===== src/rtl/lenet_pkg.sv =====
// Shared constants for the LeNet layer scheduler.
// Contents: layer ids, default SRAM base addresses and the FSM state encoding.
package lenet_pkg;

  localparam int NUM_LAYERS = 5;

  localparam logic [2:0] LAYER_CONV1 = 3'd0;
  localparam logic [2:0] LAYER_CONV2 = 3'd1;
  localparam logic [2:0] LAYER_CONV3 = 3'd2;
  localparam logic [2:0] LAYER_FC1   = 3'd3;
  localparam logic [2:0] LAYER_FC2   = 3'd4;

  localparam logic [9:0] ACT_BASE_IMG   = 10'd0;
  localparam logic [9:0] ACT_BASE_CONV1 = 10'd256;
  localparam logic [9:0] ACT_BASE_CONV2 = 10'd592;
  localparam logic [9:0] ACT_BASE_CONV3 = 10'd692;
  localparam logic [9:0] ACT_BASE_FC1   = 10'd722;
  localparam logic [9:0] ACT_BASE_FC2   = 10'd743;

  localparam logic [13:0] WGT_BASE_CONV1 = 14'd0;
  localparam logic [13:0] WGT_BASE_CONV2 = 14'd60;
  localparam logic [13:0] WGT_BASE_CONV3 = 14'd1020;
  localparam logic [13:0] WGT_BASE_FC1   = 14'd13020;
  localparam logic [13:0] WGT_BASE_FC2   = 14'd15540;

  typedef enum logic [1:0] {
    ST_IDLE  = 2'd0,
    ST_ISSUE = 2'd1,
    ST_WAIT  = 2'd2,
    ST_FIN   = 2'd3
  } state_e;

endpackage


===== src/rtl/lenet_layer_sched.sv =====
// Layer scheduler: steps the shared engine through CONV1..FC2, decodes per-layer
// scale and SRAM bases, guards each layer with a watchdog and counts busy cycles.
module lenet_layer_sched
  import lenet_pkg::*;
#(
  parameter int          TIMEOUT      = 20000,
  parameter logic [13:0] W_BASE_CONV1 = WGT_BASE_CONV1,
  parameter logic [13:0] W_BASE_CONV2 = WGT_BASE_CONV2,
  parameter logic [13:0] W_BASE_CONV3 = WGT_BASE_CONV3,
  parameter logic [13:0] W_BASE_FC1   = WGT_BASE_FC1,
  parameter logic [13:0] W_BASE_FC2   = WGT_BASE_FC2,
  parameter logic [9:0]  A_BASE_IMG   = ACT_BASE_IMG,
  parameter logic [9:0]  A_BASE_CONV1 = ACT_BASE_CONV1,
  parameter logic [9:0]  A_BASE_CONV2 = ACT_BASE_CONV2,
  parameter logic [9:0]  A_BASE_CONV3 = ACT_BASE_CONV3,
  parameter logic [9:0]  A_BASE_FC1   = ACT_BASE_FC1,
  parameter logic [9:0]  A_BASE_FC2   = ACT_BASE_FC2
) (
  input  logic        clk,
  input  logic        rst,
  input  logic        compute_start,
  input  logic [31:0] scale_CONV1,
  input  logic [31:0] scale_CONV2,
  input  logic [31:0] scale_CONV3,
  input  logic [31:0] scale_FC1,
  input  logic [31:0] scale_FC2,
  input  logic        layer_done,
  output logic        layer_start,
  output logic [2:0]  layer_id,
  output logic [31:0] layer_scale,
  output logic [13:0] wgt_base,
  output logic [9:0]  act_rd_base,
  output logic [9:0]  act_wr_base,
  output logic        busy,
  output logic        compute_finish,
  output logic        error,
  output logic [2:0]  err_layer,
  output logic [31:0] total_cycles
);

  localparam int WD_W = (TIMEOUT > 1) ? $clog2(TIMEOUT) : 1;
  localparam logic [WD_W-1:0] WD_LAST = WD_W'(TIMEOUT - 1);

  function automatic logic [31:0] sat_inc(input logic [31:0] v);
    return (v == 32'hFFFF_FFFF) ? v : v + 32'd1;
  endfunction

  state_e          state;
  state_e          state_n;
  logic [WD_W-1:0] wd;
  logic            accept;
  logic            wait_done;
  logic            timeout;

  assign accept    = (state == ST_IDLE) && compute_start;
  assign wait_done = (state == ST_WAIT) && layer_done;
  // A done pulse on the watchdog's last cycle takes priority over the timeout.
  assign timeout   = (state == ST_WAIT) && !layer_done && (wd == WD_LAST);

  always_ff @(posedge clk) begin
    if (rst) state <= ST_IDLE;
    else     state <= state_n;
  end

  always_comb begin
    state_n = state;
    case (state)
      ST_IDLE:  if (compute_start) state_n = ST_ISSUE;
      ST_ISSUE: state_n = ST_WAIT;
      ST_WAIT: begin
        if (layer_done)  state_n = (layer_id == LAYER_FC2) ? ST_FIN : ST_ISSUE;
        else if (timeout) state_n = ST_FIN;
      end
      ST_FIN:   state_n = ST_IDLE;
      default:  state_n = ST_IDLE;
    endcase
  end

  always_comb begin
    layer_start = (state == ST_ISSUE);
    busy        = (state == ST_ISSUE) || (state == ST_WAIT);
  end

  always_ff @(posedge clk) begin
    if (rst) begin
      layer_id       <= LAYER_CONV1;
      wd             <= '0;
      compute_finish <= 1'b0;
      error          <= 1'b0;
      err_layer      <= 3'd0;
      total_cycles   <= 32'd0;
    end else begin
      if (accept) begin
        layer_id       <= LAYER_CONV1;
        compute_finish <= 1'b0;
        error          <= 1'b0;
        total_cycles   <= 32'd0;
      end
      if (busy) total_cycles <= sat_inc(total_cycles);
      if (state == ST_ISSUE)     wd <= '0;
      else if (state == ST_WAIT) wd <= wd + WD_W'(1);
      if (wait_done) begin
        if (layer_id == LAYER_FC2) compute_finish <= 1'b1;
        else                       layer_id       <= layer_id + 3'd1;
      end
      if (timeout) begin
        compute_finish <= 1'b1;
        error          <= 1'b1;
        err_layer      <= layer_id;
      end
    end
  end

  // Each layer reads what the previous layer wrote; CONV1 reads the input image.
  always_comb begin
    layer_scale = 32'd0;
    wgt_base    = W_BASE_CONV1;
    act_rd_base = A_BASE_IMG;
    act_wr_base = A_BASE_CONV1;
    case (layer_id)
      LAYER_CONV1: begin
        layer_scale = scale_CONV1;
        wgt_base    = W_BASE_CONV1;
        act_rd_base = A_BASE_IMG;
        act_wr_base = A_BASE_CONV1;
      end
      LAYER_CONV2: begin
        layer_scale = scale_CONV2;
        wgt_base    = W_BASE_CONV2;
        act_rd_base = A_BASE_CONV1;
        act_wr_base = A_BASE_CONV2;
      end
      LAYER_CONV3: begin
        layer_scale = scale_CONV3;
        wgt_base    = W_BASE_CONV3;
        act_rd_base = A_BASE_CONV2;
        act_wr_base = A_BASE_CONV3;
      end
      LAYER_FC1: begin
        layer_scale = scale_FC1;
        wgt_base    = W_BASE_FC1;
        act_rd_base = A_BASE_CONV3;
        act_wr_base = A_BASE_FC1;
      end
      LAYER_FC2: begin
        layer_scale = scale_FC2;
        wgt_base    = W_BASE_FC2;
        act_rd_base = A_BASE_FC1;
        act_wr_base = A_BASE_FC2;
      end
      default: ;
    endcase
  end

endmodule


===== config.mk =====
export PLATFORM = sky130hd
export DESIGN_NAME = lenet_layer_sched
export DESIGN_NICKNAME = d
export VERILOG_FILES = /design/src/rtl/lenet_pkg.sv /design/src/rtl/lenet_layer_sched.sv
export SDC_FILE = /design/constraint.sdc
export NUM_CORES = 1
export LEC_CHECK = 0
export CAP_MARGIN = 0
export CORE_MARGIN = 3
export CORE_UTILIZATION = 30
export DETAILED_ROUTE_END_ITERATION = 8
export MAX_ROUTING_LAYER = met4
export PLACE_DENSITY = 0.65
export SLEW_MARGIN = 20
export SYNTH_ARGS = -nofsm -noshare
export SYNTH_HDL_FRONTEND = slang
export SYNTH_SLANG_ARGS = --single-unit

===== constraint.sdc =====
create_clock -name clk -period 2.8 [get_ports clk]
set_input_delay 0.28 -clock clk [delete_from_list [all_inputs] [get_ports clk]]
set_output_delay 0.28 -clock clk [all_outputs]
set_load 0.01 [all_outputs]

==> run summary <==
OUTCOME
--------------------------------------------------------------------------------------------
Status                                                                          finished clean

SYNTHESIS
--------------------------------------------------------------------------------------------
Synth Instances                                                                          525
Top_reg_cell synth                                                                   dfxtp_1
Dominant combinational cell family by area after synthesis                      simple AND/OR/NAND/NOR gates
Register bit total from synthesis                                                         57
Yosys warns                                                                                0
Sequential share of the synthesized area                                               0.282
Complex-gate fraction of the synthesized area                                          0.258
Area share of the largest cell type after synthesis                                    0.282
Synth Area in XOR/XNOR                                                                0.0368
Post-synthesis mux area share                                                         0.0223
Area leader, netlist                                                                 dfxtp_1
Async SR Flop Fraction                                                                     0
Basic-gate share of the synthesized area counting and, or, nand and nor cells          0.279
Mean area per synthesized cell                                                    7.71 sq um
Most frequent cells after synthesis                                             a22oi_1, dfxtp_1, nand3_1
Cell variety after synth                                                                  59
Number of enable-type register cells in the synthesized netlist                            0
Post-synthesis instance area                                                      4050 sq um
Leading cell types by total area after synthesis                                dfxtp_1, a22oi_1, nand3_1, nand2_1, buf_4
Synth Area in Adders                                                                  0.0309

CLOCKING
--------------------------------------------------------------------------------------------
Number of clock sinks seen by CTS                                                         57
Clock latency of the later-clocked register in the worst-skew pair                    330 ps
Buffers inserted by post-CTS timing repair                                                 0
Number of buffers added by the clock tree synthesis step                                   9
Maximum count of clock buffers along a single path                                         2
Clock root buffer                                                                  clkbuf_16
Post-CTS Hold Fix Bufs                                                                     0
Clock-pin transition on the worst setup and hold timing paths                          60 ps
TritonCTS clock tree                                                                     yes
Level count of the clock H-tree                                                            3

PWR
--------------------------------------------------------------------------------------------
Lkg Pwr                                                                              2.70 nW
IR Drop Worst-Case VDD                                                            0.000393 V
Pwr per Cell Area                                                                402 nW/um^2
Overall Power                                                                        2.89 mW

WORST SETUP PATH
--------------------------------------------------------------------------------------------
Cell-by-cell listing of the critical path                                       buf_4, ha_1, ha_1, buf_4, or3_1, clkdlybuf4s50_1
Number of buffer and inverter stages on the critical path                                  3
Endpoint of the worst register-to-register path                                 total_cycles[25]
Worst EP arrival                                                                     2430 ps
Worst-path fanout max                                                                     19
Slack of the worst reg-to-reg path                                                    440 ps
Delay of the slowest cell on the worst path                                           570 ps
Cell with the largest stage delay on the worst path                             clkdlybuf4s50_1
R2r worst-path depth                                                                       5
Logic depth of the worst path, buffers included                                            6
Startpoint type of the worst setup path                                             register
Startpoint of the most critical setup path                                       layer_id[0]
Endpoint kind of the worst setup timing path                                     output port
Critical Path End                                                                wgt_base[7]
Worst EP required                                                                    2520 ps
Crit-path leading delay family                                                  buffers and inverters
Launch point of the worst reg-to-reg path                                       total_cycles[21]
Critical setup path kind                                                        register to output port

DIE
--------------------------------------------------------------------------------------------
Width of the die                                                                      122 um
Ports                                                                                    272
Die Area                                                                         14900 sq um
Standard-cell row count                                                                   41
Die Height                                                                            122 um
Initial core utilization                                                               0.313
Core area                                                                        12900 sq um

STA
--------------------------------------------------------------------------------------------
Setup repair after global routing missed its margin                                       no
Remaining max-slew budget at the tightest pin                                          0.562
Worst-case hold slack                                                                 506 ps
Clock skew                                                                           8.36 ps
Slew at the pin with the worst max-slew slack                                         654 ps
Count of final hold-check violations                                                       0
Number of pins exceeding their max-slew limit in the final report                          0
Total of endpoints with negative setup slack in the final report                           0
Share of the clock period used by the worst path                                       0.967
Final worst slack                                                                    93.0 ps
Post-layout min period                                                               2710 ps
Highest achievable clock rate                                                        369 MHz
Setup tns final                                                                         0 ps

PLACED DESIGN
--------------------------------------------------------------------------------------------
IO Port Bufs                                                                             266
Setup slack at placement                                                             75.8 ps
Final weighted congestion in routability-driven placement                              0.966
Half-perimeter wire length after placement                                          16400 um

ROUTING
--------------------------------------------------------------------------------------------
Number of vias per cell after detailed routing                                          5.53
Vias post-DR                                                                            5245
Post-route antenna net violation count                                                     0
Drt initial violations                                                                   488
Drt pass-1 iters                                                                           6
Post-detailed-route DRC marker count                                                       0
Average wire per standard cell                                                       21.7 um
Detailed Route WL                                                                   20600 um

CELLS AND AREA
--------------------------------------------------------------------------------------------
Fillers                                                                                 1155
Total inserted antenna cells                                                               0
Final core utilization                                                                 0.556
Area growth, synth to finish                                                           77.7%
Number of nets in the layout                                                             946
Register cell area after layout                                                   1140 sq um
Layout cells sized above 1                                                            0.0824
Area used by multi-input combinational logic                                      2590 sq um

GRT
--------------------------------------------------------------------------------------------
Pin count of the biggest net entering global routing                                      31
First-pass GRT wire length                                                          28700 um
Overflow left after global routing                                                         0
Gr usage total                                                                         0.259
Number of antenna violations at the first check in global routing                          0
Via count of the first global-routing pass                                              4999

HOLD PATH
--------------------------------------------------------------------------------------------
Min-delay worst type                                                            register to register

RUN
--------------------------------------------------------------------------------------------
Number of max-cap violations                                                               0

## metal layers
metal | track usage | wire [um] | vias up
li1 | - | - | 2440
met1 | 0.307 | 7920 | 2462
met2 | 0.410 | 9720 | 296
met3 | 0.0831 | 2200 | 47
met4 | 0.0973 | 718 | 0
met5 | - | 0 | -
## worst min path at each step
stage	endpoint	from	depth (start not counted)	slack, ps
2_1_floorplan	layer_id[1]	layer_done	2	450
3_3_place_gp	err_layer[0]	err_layer[0]	2	480
3_5_place_dp	total_cycles[20]	total_cycles[20]	2	490
4_1_cts	total_cycles[16]	total_cycles[16]	2	510
5_1_grt	total_cycles[20]	total_cycles[20]	2	540
6_report	total_cycles[16]	total_cycles[16]	2	510
## worst register-to-register path, stage by stage (launching register included)
cell and delay [ps]:
dfxtp_1 460, nand4_1 230, or4_1 740, o31a_1 350, nor2_2 310, a2bb2oi_1 200
## registers in the layout (all words and copies together), names as in the netlist
name,count
state,2
wd,15
error,1
layer_id,3
compute_finish,1
total_cycles,32
err_layer,3
## power breakdown
group          switching (mW)  total (mW)  internal [mW]
registers              0.0251       0.857          0.832
logic                   0.398       0.859          0.462
clock network           0.395        1.17          0.777
## logic make-up (layout without fill, tap and decap cells)
| family | Yosys count | after routing |
|---|---|---|
| AOI/OAI and AO/OA | 137 | 137 |
| xor gates and xnor gates | 17 | 17 |
| adders and majority gates | 10 | 10 |
| buffers and inverters | 72 | 319 |
| DFF | 57 | 57 |
| muxes | 9 | 9 |
| other | 1 | 5 |
| and+or+nand+nor | 222 | 223 |
## what timing repair did
item                                    4_1_cts  5_1_grt
endpoints found under the hold margin         0        0
gates resized for setup                       7       15
gates cloned                                  0        1
pin swaps                                     2        2
endpoints found under the setup margin       35       32
## layout make-up
type,count,area share
Clock buffer,9,0.0313
Inverter,14,0.00731
Timing Repair Buffer,289,0.398
Tap cell,172,0.0299
Sequential cell,57,0.159
Multi-Input combinational cell,401,0.361
Clock inverter,7,0.0132
## through the flow
| step | instances | cell area, sq um |
|---|---|---|
| after floorplan | 529 | 4060 |
| after global placement | 932 | 6810 |
| after detailed placement | 932 | 6810 |
| after CTS | 948 | 7140 |
| after global routing | 949 | 7190 |
| final | 949 | 7190 |
## placed cells by master (no fill, tap or decap), types with 7 or more instances in the layout
cell type,count
clkbuf_16,9
nand4_1,15
a222oi_1,8
and3_1,9
o21ai_0,14
a21oi_1,13
nand3_1,52
buf_4,21
inv_1,14
clkdlybuf4s50_1,256
xor2_1,10
mux2i_1,9
dlymetal6s2s_1,7
nor3_1,11
ha_1,10
xnor2_1,7
or2_2,7
dfxtp_1,55
nor2_1,40
or3_1,11
a22oi_1,56
nand2_1,46
(Power assumes the default switching activity.)
